===== src/rtl/axis_s_rx.sv =====
// AXI-Stream slave receiver: show-ahead FIFO for {tlast, tdata} beats,
// with packet-boundary tracking (done pulse, last packet length, packet count).
module axis_s_rx #(
  parameter int unsigned DATA_W     = 32,
  parameter int unsigned DEPTH_LOG2 = 2,
  parameter int unsigned LEN_W      = 16,
  parameter int unsigned PKT_W      = 16
) (
  input  logic                  aclk,
  input  logic                  areset,
  input  logic                  tvalid,
  output logic                  tready,
  input  logic [DATA_W-1:0]     tdata,
  input  logic                  tlast,
  output logic                  rd_valid,
  output logic [DATA_W-1:0]     rd_data,
  output logic                  rd_last,
  input  logic                  rd_en,
  output logic [DEPTH_LOG2:0]   level,
  output logic                  pkt_done,
  output logic [LEN_W-1:0]      last_len,
  output logic [PKT_W-1:0]      pkt_cnt
);

  localparam int unsigned DEPTH   = 1 << DEPTH_LOG2;
  localparam int unsigned LVL_W   = DEPTH_LOG2 + 1;
  localparam int unsigned ENTRY_W = DATA_W + 1;

  logic [ENTRY_W-1:0]    mem [DEPTH];
  logic [DEPTH_LOG2-1:0] wr_ptr;
  logic [DEPTH_LOG2-1:0] rd_ptr;
  logic [LVL_W-1:0]      level_q;
  logic [LEN_W-1:0]      beat_cnt;
  logic                  accept;
  logic                  pop;

  // Flow control decoded from the level register only.
  assign tready   = (level_q != LVL_W'(DEPTH));
  assign rd_valid = (level_q != LVL_W'(0));
  assign accept   = tvalid & tready;
  assign pop      = rd_en & rd_valid;
  assign level    = level_q;

  // Head entry; rd_last is qualified so it reads 0 while the FIFO is empty.
  assign rd_data = mem[rd_ptr][DATA_W-1:0];
  assign rd_last = rd_valid & mem[rd_ptr][DATA_W];

  always_ff @(posedge aclk) begin
    if (accept) begin
      mem[wr_ptr] <= {tlast, tdata};
    end
  end

  always_ff @(posedge aclk or posedge areset) begin
    if (areset) begin
      wr_ptr  <= '0;
      rd_ptr  <= '0;
      level_q <= '0;
    end else begin
      if (accept) begin
        wr_ptr <= wr_ptr + DEPTH_LOG2'(1);
      end
      if (pop) begin
        rd_ptr <= rd_ptr + DEPTH_LOG2'(1);
      end
      case ({accept, pop})
        2'b10:   level_q <= level_q + LVL_W'(1);
        2'b01:   level_q <= level_q - LVL_W'(1);
        default: level_q <= level_q;
      endcase
    end
  end

  // Packet boundary tracking; counters saturate, packet count wraps.
  always_ff @(posedge aclk or posedge areset) begin
    if (areset) begin
      beat_cnt <= '0;
      last_len <= '0;
      pkt_cnt  <= '0;
      pkt_done <= 1'b0;
    end else begin
      pkt_done <= 1'b0;
      if (accept) begin
        if (tlast) begin
          last_len <= (beat_cnt == '1) ? beat_cnt : beat_cnt + LEN_W'(1);
          beat_cnt <= '0;
          pkt_cnt  <= pkt_cnt + PKT_W'(1);
          pkt_done <= 1'b1;
        end else if (beat_cnt != '1) begin
          beat_cnt <= beat_cnt + LEN_W'(1);
        end
      end
    end
  end

endmodule


===== config.mk =====
export PLATFORM = sky130hd
export DESIGN_NAME = axis_s_rx
export DESIGN_NICKNAME = d
export VERILOG_FILES = /design/src/rtl/axis_s_rx.sv
export SDC_FILE = /design/constraint.sdc
export NUM_CORES = 1
export LEC_CHECK = 0
export CORE_MARGIN = 2
export CORE_UTILIZATION = 25
export CTS_BUF_LIST = sky130_fd_sc_hd__clkbuf_4
export DETAILED_ROUTE_END_ITERATION = 16
export PLACE_DENSITY = 0.46
export SLEW_MARGIN = 20
export SYNTH_ARGS = -nofsm -noshare
export SYNTH_HDL_FRONTEND = slang
export SYNTH_SLANG_ARGS = --single-unit

===== constraint.sdc =====
create_clock -name aclk -period 4.9 [get_ports aclk]
set_clock_uncertainty 0.15 [all_clocks]
set_input_delay 0.98 -clock aclk [delete_from_list [all_inputs] [get_ports aclk]]
set_output_delay 0.98 -clock aclk [all_outputs]
set_load 0.02 [all_outputs]

; Word-level counts from Yosys, hierarchy flattened
; Memories as Yosys holds them, arrays and structs flattened.
; Index checks and enable logic that the tools add are counted.
[totals]
input_bits = 37
mem_bits_rw = 132
elab_cells = 35
output_inout_bits = 71
reg_bits = 56
mem_count = 1
[classes]
n_eq_ne = 5
n_addsub = 6
n_reduce_logical = 5
bitwise_logic = 3
n_mux = 8
[memory_table]
columns = name, words, width, read_ports, rd_clocked_by_memory_dff, write_ports, line_no
row1 = mem, 4, 33, 1, 0, 1, 29  ; logic [ENTRY_W-1:0] mem [DEPTH];
[op_table]
columns = operator, count
row1 = $mux W16, 3
row2 = $add A16 B1 Y16 const B, 2
row3 = $eq A16 B16 Y1 const B, 1
row4 = $ne A16 B16 Y1 const B, 1
row5 = $pmux W3 S2, 1
row6 = $add A2 B1 Y2 const B, 2
row7 = $mux W1, 4
row8 = $reduce_and A2 Y1, 2
row9 = $reduce_bool A2 Y1, 2
row10 = $add A3 B1 Y3 const B, 1
row11 = $and A1 B1 Y1, 3
row12 = $ne A3 B3 Y1 const B, 1
row13 = $reduce_bool A3 Y1, 1
row14 = $sub A3 B1 Y3 const B, 1
row15 = $eq A2 B1 Y1 const B, 1
row16 = $eq A2 B2 Y1 const B, 1

; Logic depth before layout (Yosys ltp)
[logic_depth]
depth_word = 4
depth_mapped = 9

; Worst setup path after synthesis
; OpenSTA, ideal clock, no wires.
[synth_timing]
path_type = reg2out
start = reg rd_ptr[0]
end = out rd_data[10]
required_ns = 3.770
n_path_buf = 2
path_stages_with_launch = 4
arrival_ns = 1.608
setup_slack_ns = 2.162
cell_sequence = dfrtp_1 clkbuf_1 buf_2 mux4_2
[synth_via]
elab_chain_len = 1
[synth_rtl]
columns = item, line_no
row1 = from (decl), 31  ; logic [DEPTH_LOG2-1:0] rd_ptr;
row2 = from (signal assigned), 64  ; rd_ptr <= rd_ptr + DEPTH_LOG2'(1);
row3 = $mem_v2 Z4 W33, --
row4 = to (decl), 16  ; output logic [DATA_W-1:0] rd_data,
; Every way passes these cells.

; Worst setup path after layout
[layout_timing]
start = reg rd_ptr[0]
end = out rd_data[13]
; Same word-level chain as after synthesis.

==> results.ini <==
[final_layout]
final_cell_area_um2=9400
mostFrequentLayoutCell=edfxtp_1
layout.cells.non_filler=974
layout_common_cells=132 x edfxtp_1, 107 x clkdlybuf4s50_1, 54 x dfrtp_1, 33 x mux4_2, 24 x nor2_1
drive_above_1_share=0.141
final_core_util=0.316
area_delta_synth_final_pct=24.1
nets=614

[worst_setup_path]
cp.required_ps=3770
timing.critical_path.cells=buf_4, mux4_2, clkdlybuf4s50_1
worst-setup-path-type=flop to output pin
slowest_delay_ps=870
cp.arrival_ps=3050
worstSetupEndpointType=output pin
slowest_stage=dfrtp_2
cp-start-kind=flop
critPathMaxFanout=20
cp.buffers_inverters=2
cp_top_family=buffers and inverters

[clock_tree]
numCtsBuffers=17
holdBufCountCts=0
clk_path_buf_depth=2
clkTransAtPathRegs_ps=160
cts.htree.levels=4
clock_latency_ps=570
ctsRootBufferMaster=clkbuf_4
cts_tree=done
post_cts_buffers=0
clock_sinks=188
cts_resized=0

[sta]
max_slew_margin=0.334
setup_violations=0
fin_crit_sh=0.854
hold_viol=0
worst_slew_pin_slew_ps=1000
tns_ps=0
grt_setup_unrepaired=false
fin_crit_ps=4180
max_freq_mhz=239
layout_setup_ws_ps=716
drv_slew=0

[yosys]
syn-cell-area_um2=7570
synth_cell_types=46
synth_mux_area_frac=0.102
synthCells=459
synth-async-reset-ratio=0.298
synth_compound_area_frac=0.0405
yosysSeqAreaShare=0.708
synth_top_cell_by_area=edfxtp_1
synth_nets=504
synth-xor-area-share=0.0335
syn_area_per_cell_um2=16.5
synth_area_leaders=edfxtp_1 52%, dfrtp_1 19%, mux4_2 9.8%
synth_adder_area_share=0.0142
synth-simple-area-share=0.0818
synth_ff_type=edfxtp_1
synth_top_family_by_area=multiplexers
ys_ff_latch=188
synth_top_cell_area_share=0.523
synth_edf_count=132
synth_warnings=0

[global_routing]
grt_pass1_vias=4542
grt_usage=0.114
grt_max_degree=35
grt_pass1_wl_um=26700
grt_remaining_overflow=0
antenna_found_initial=1

[power]
powerDensity_nw_per_um2=536
leakage_nw=3.25
peakVddDrop_mv=0.266

[floorplanning]
core-area_um2=29700
dieArea_um2=31700
die_w_um=178
initial_utilization=0.255
fp-row-count=63
io_pins=108
die_y_um=178

[detailed_routing]
routed_wl_um=17400
drc=0
drtIter0Drc=263
final_antenna_net_count=0
wire_per_inst_um=17.9
viasPerCell=4.52
first_pass_iters=4
vias=4406

[outcome]
status=complete, no violations

[placed_design]
postPlaceCellArea_um2=9080
place_inst=940
gp_congestion=0.797
detailedPlace.worstSlack_ps=1010
port_buffers=107
dpl.hpwl_um=10900

[hold_path]
hp-class=flop to flop

[flow_run]
cap_violations=0

-- worst paths after layout --
kind	startpoint	endpoint	slack, ps	cells past startpoint
hold reg to reg	pkt_cnt[15]	pkt_cnt[15]	350	1
max in group asynchronous	areset	wr_ptr[1]	3090	3
setup / recovery	rd_ptr[0]	rd_data[13]	720	3
min in group asynchronous	areset	beat_cnt[5]	650	2
setup reg to reg	level[0]	level[2]	1850	9
hold / removal	pkt_cnt[15]	pkt_cnt[15]	350	1
-- cells by family (layout without fill, tap and decap cells) --
group	Yosys count	in the layout
buffers and inverters	37	160
adders and majority gates	8	8
muxes	36	36
and+or+nand+nor	113	113
xor gates and xnor gates	29	29
AOI/OAI and AO/OA	48	48
other	0	2
DFF	188	188
-- synth_stat cells, types with 3 or more instances --
cell,instances
edfxtp_1,132
dfrtp_1,56
mux4_2,33
nor2_1,24
nand2_1,23
inv_1,19
xnor2_1,15
xor2_1,14
nand3_1,13
a21oi_1,11
clkbuf_1,10
a31oi_1,9
nand4_1,9
o21ai_0,9
buf_2,8
nor3_1,8
and3_1,7
ha_1,7
and4_1,4
nand2b_1,4
nor4_1,4
and2_1,3
mux2i_1,3
o221ai_1,3
o22ai_1,3
-- through the flow --
step	power, W	hold slack (ps)
2_1_floorplan	0.00332	385
3_3_place_gp	0.00419	310
3_5_place_dp	0.00421	320
4_1_cts	0.00514	348
5_1_grt	0.00533	381
6_report	0.00504	346
-- metal layers --
metal | vias to the layer above | routed length [µm] | global-route usage
met1 | 2278 | 8130 | 0.159
li1 | 1989 | - | -
met5 | - | 0 | 0
met4 | 0 | 126 | 0.0287
met2 | 130 | 8080 | 0.175
met3 | 9 | 1050 | 0.0309
-- sequential cells by signal, summed over array words and instances, names as in the netlist --
signal and count:
beat_cnt 16, last_len 16, level 3, mem 132
pkt_cnt 16, pkt_done 1, rd_ptr 2, wr_ptr 2
-- worst register-to-register path, cell delays in order (launching register included) --
cell and delay (ps):
dfrtp_1 510, nor3b_1 550, nor2_1 340, inv_1 290, ha_1 230, inv_1 60
fa_1 380, xor2_1 150, nor2_1 140, xor2_1 180
-- power by group --
group | internal [W] | switching [W]
sequential | 0.00205 | 0.000275
combinational | 0.000884 | 0.000923
clock | 0.000293 | 0.000612
total | 0.00323 | 0.00181
-- layout make-up --
class,instances,area (µm²)
multi-input combinational,234,2070
sequential,188,5370
antenna,2,5.00
clock buffer,17,128
clock inverter,15,193
fill,2889,20300
inverter,19,71.3
timing repair buffer,109,1090
tap,390,488
Note: power is estimated with default switching activity, not from simulation.
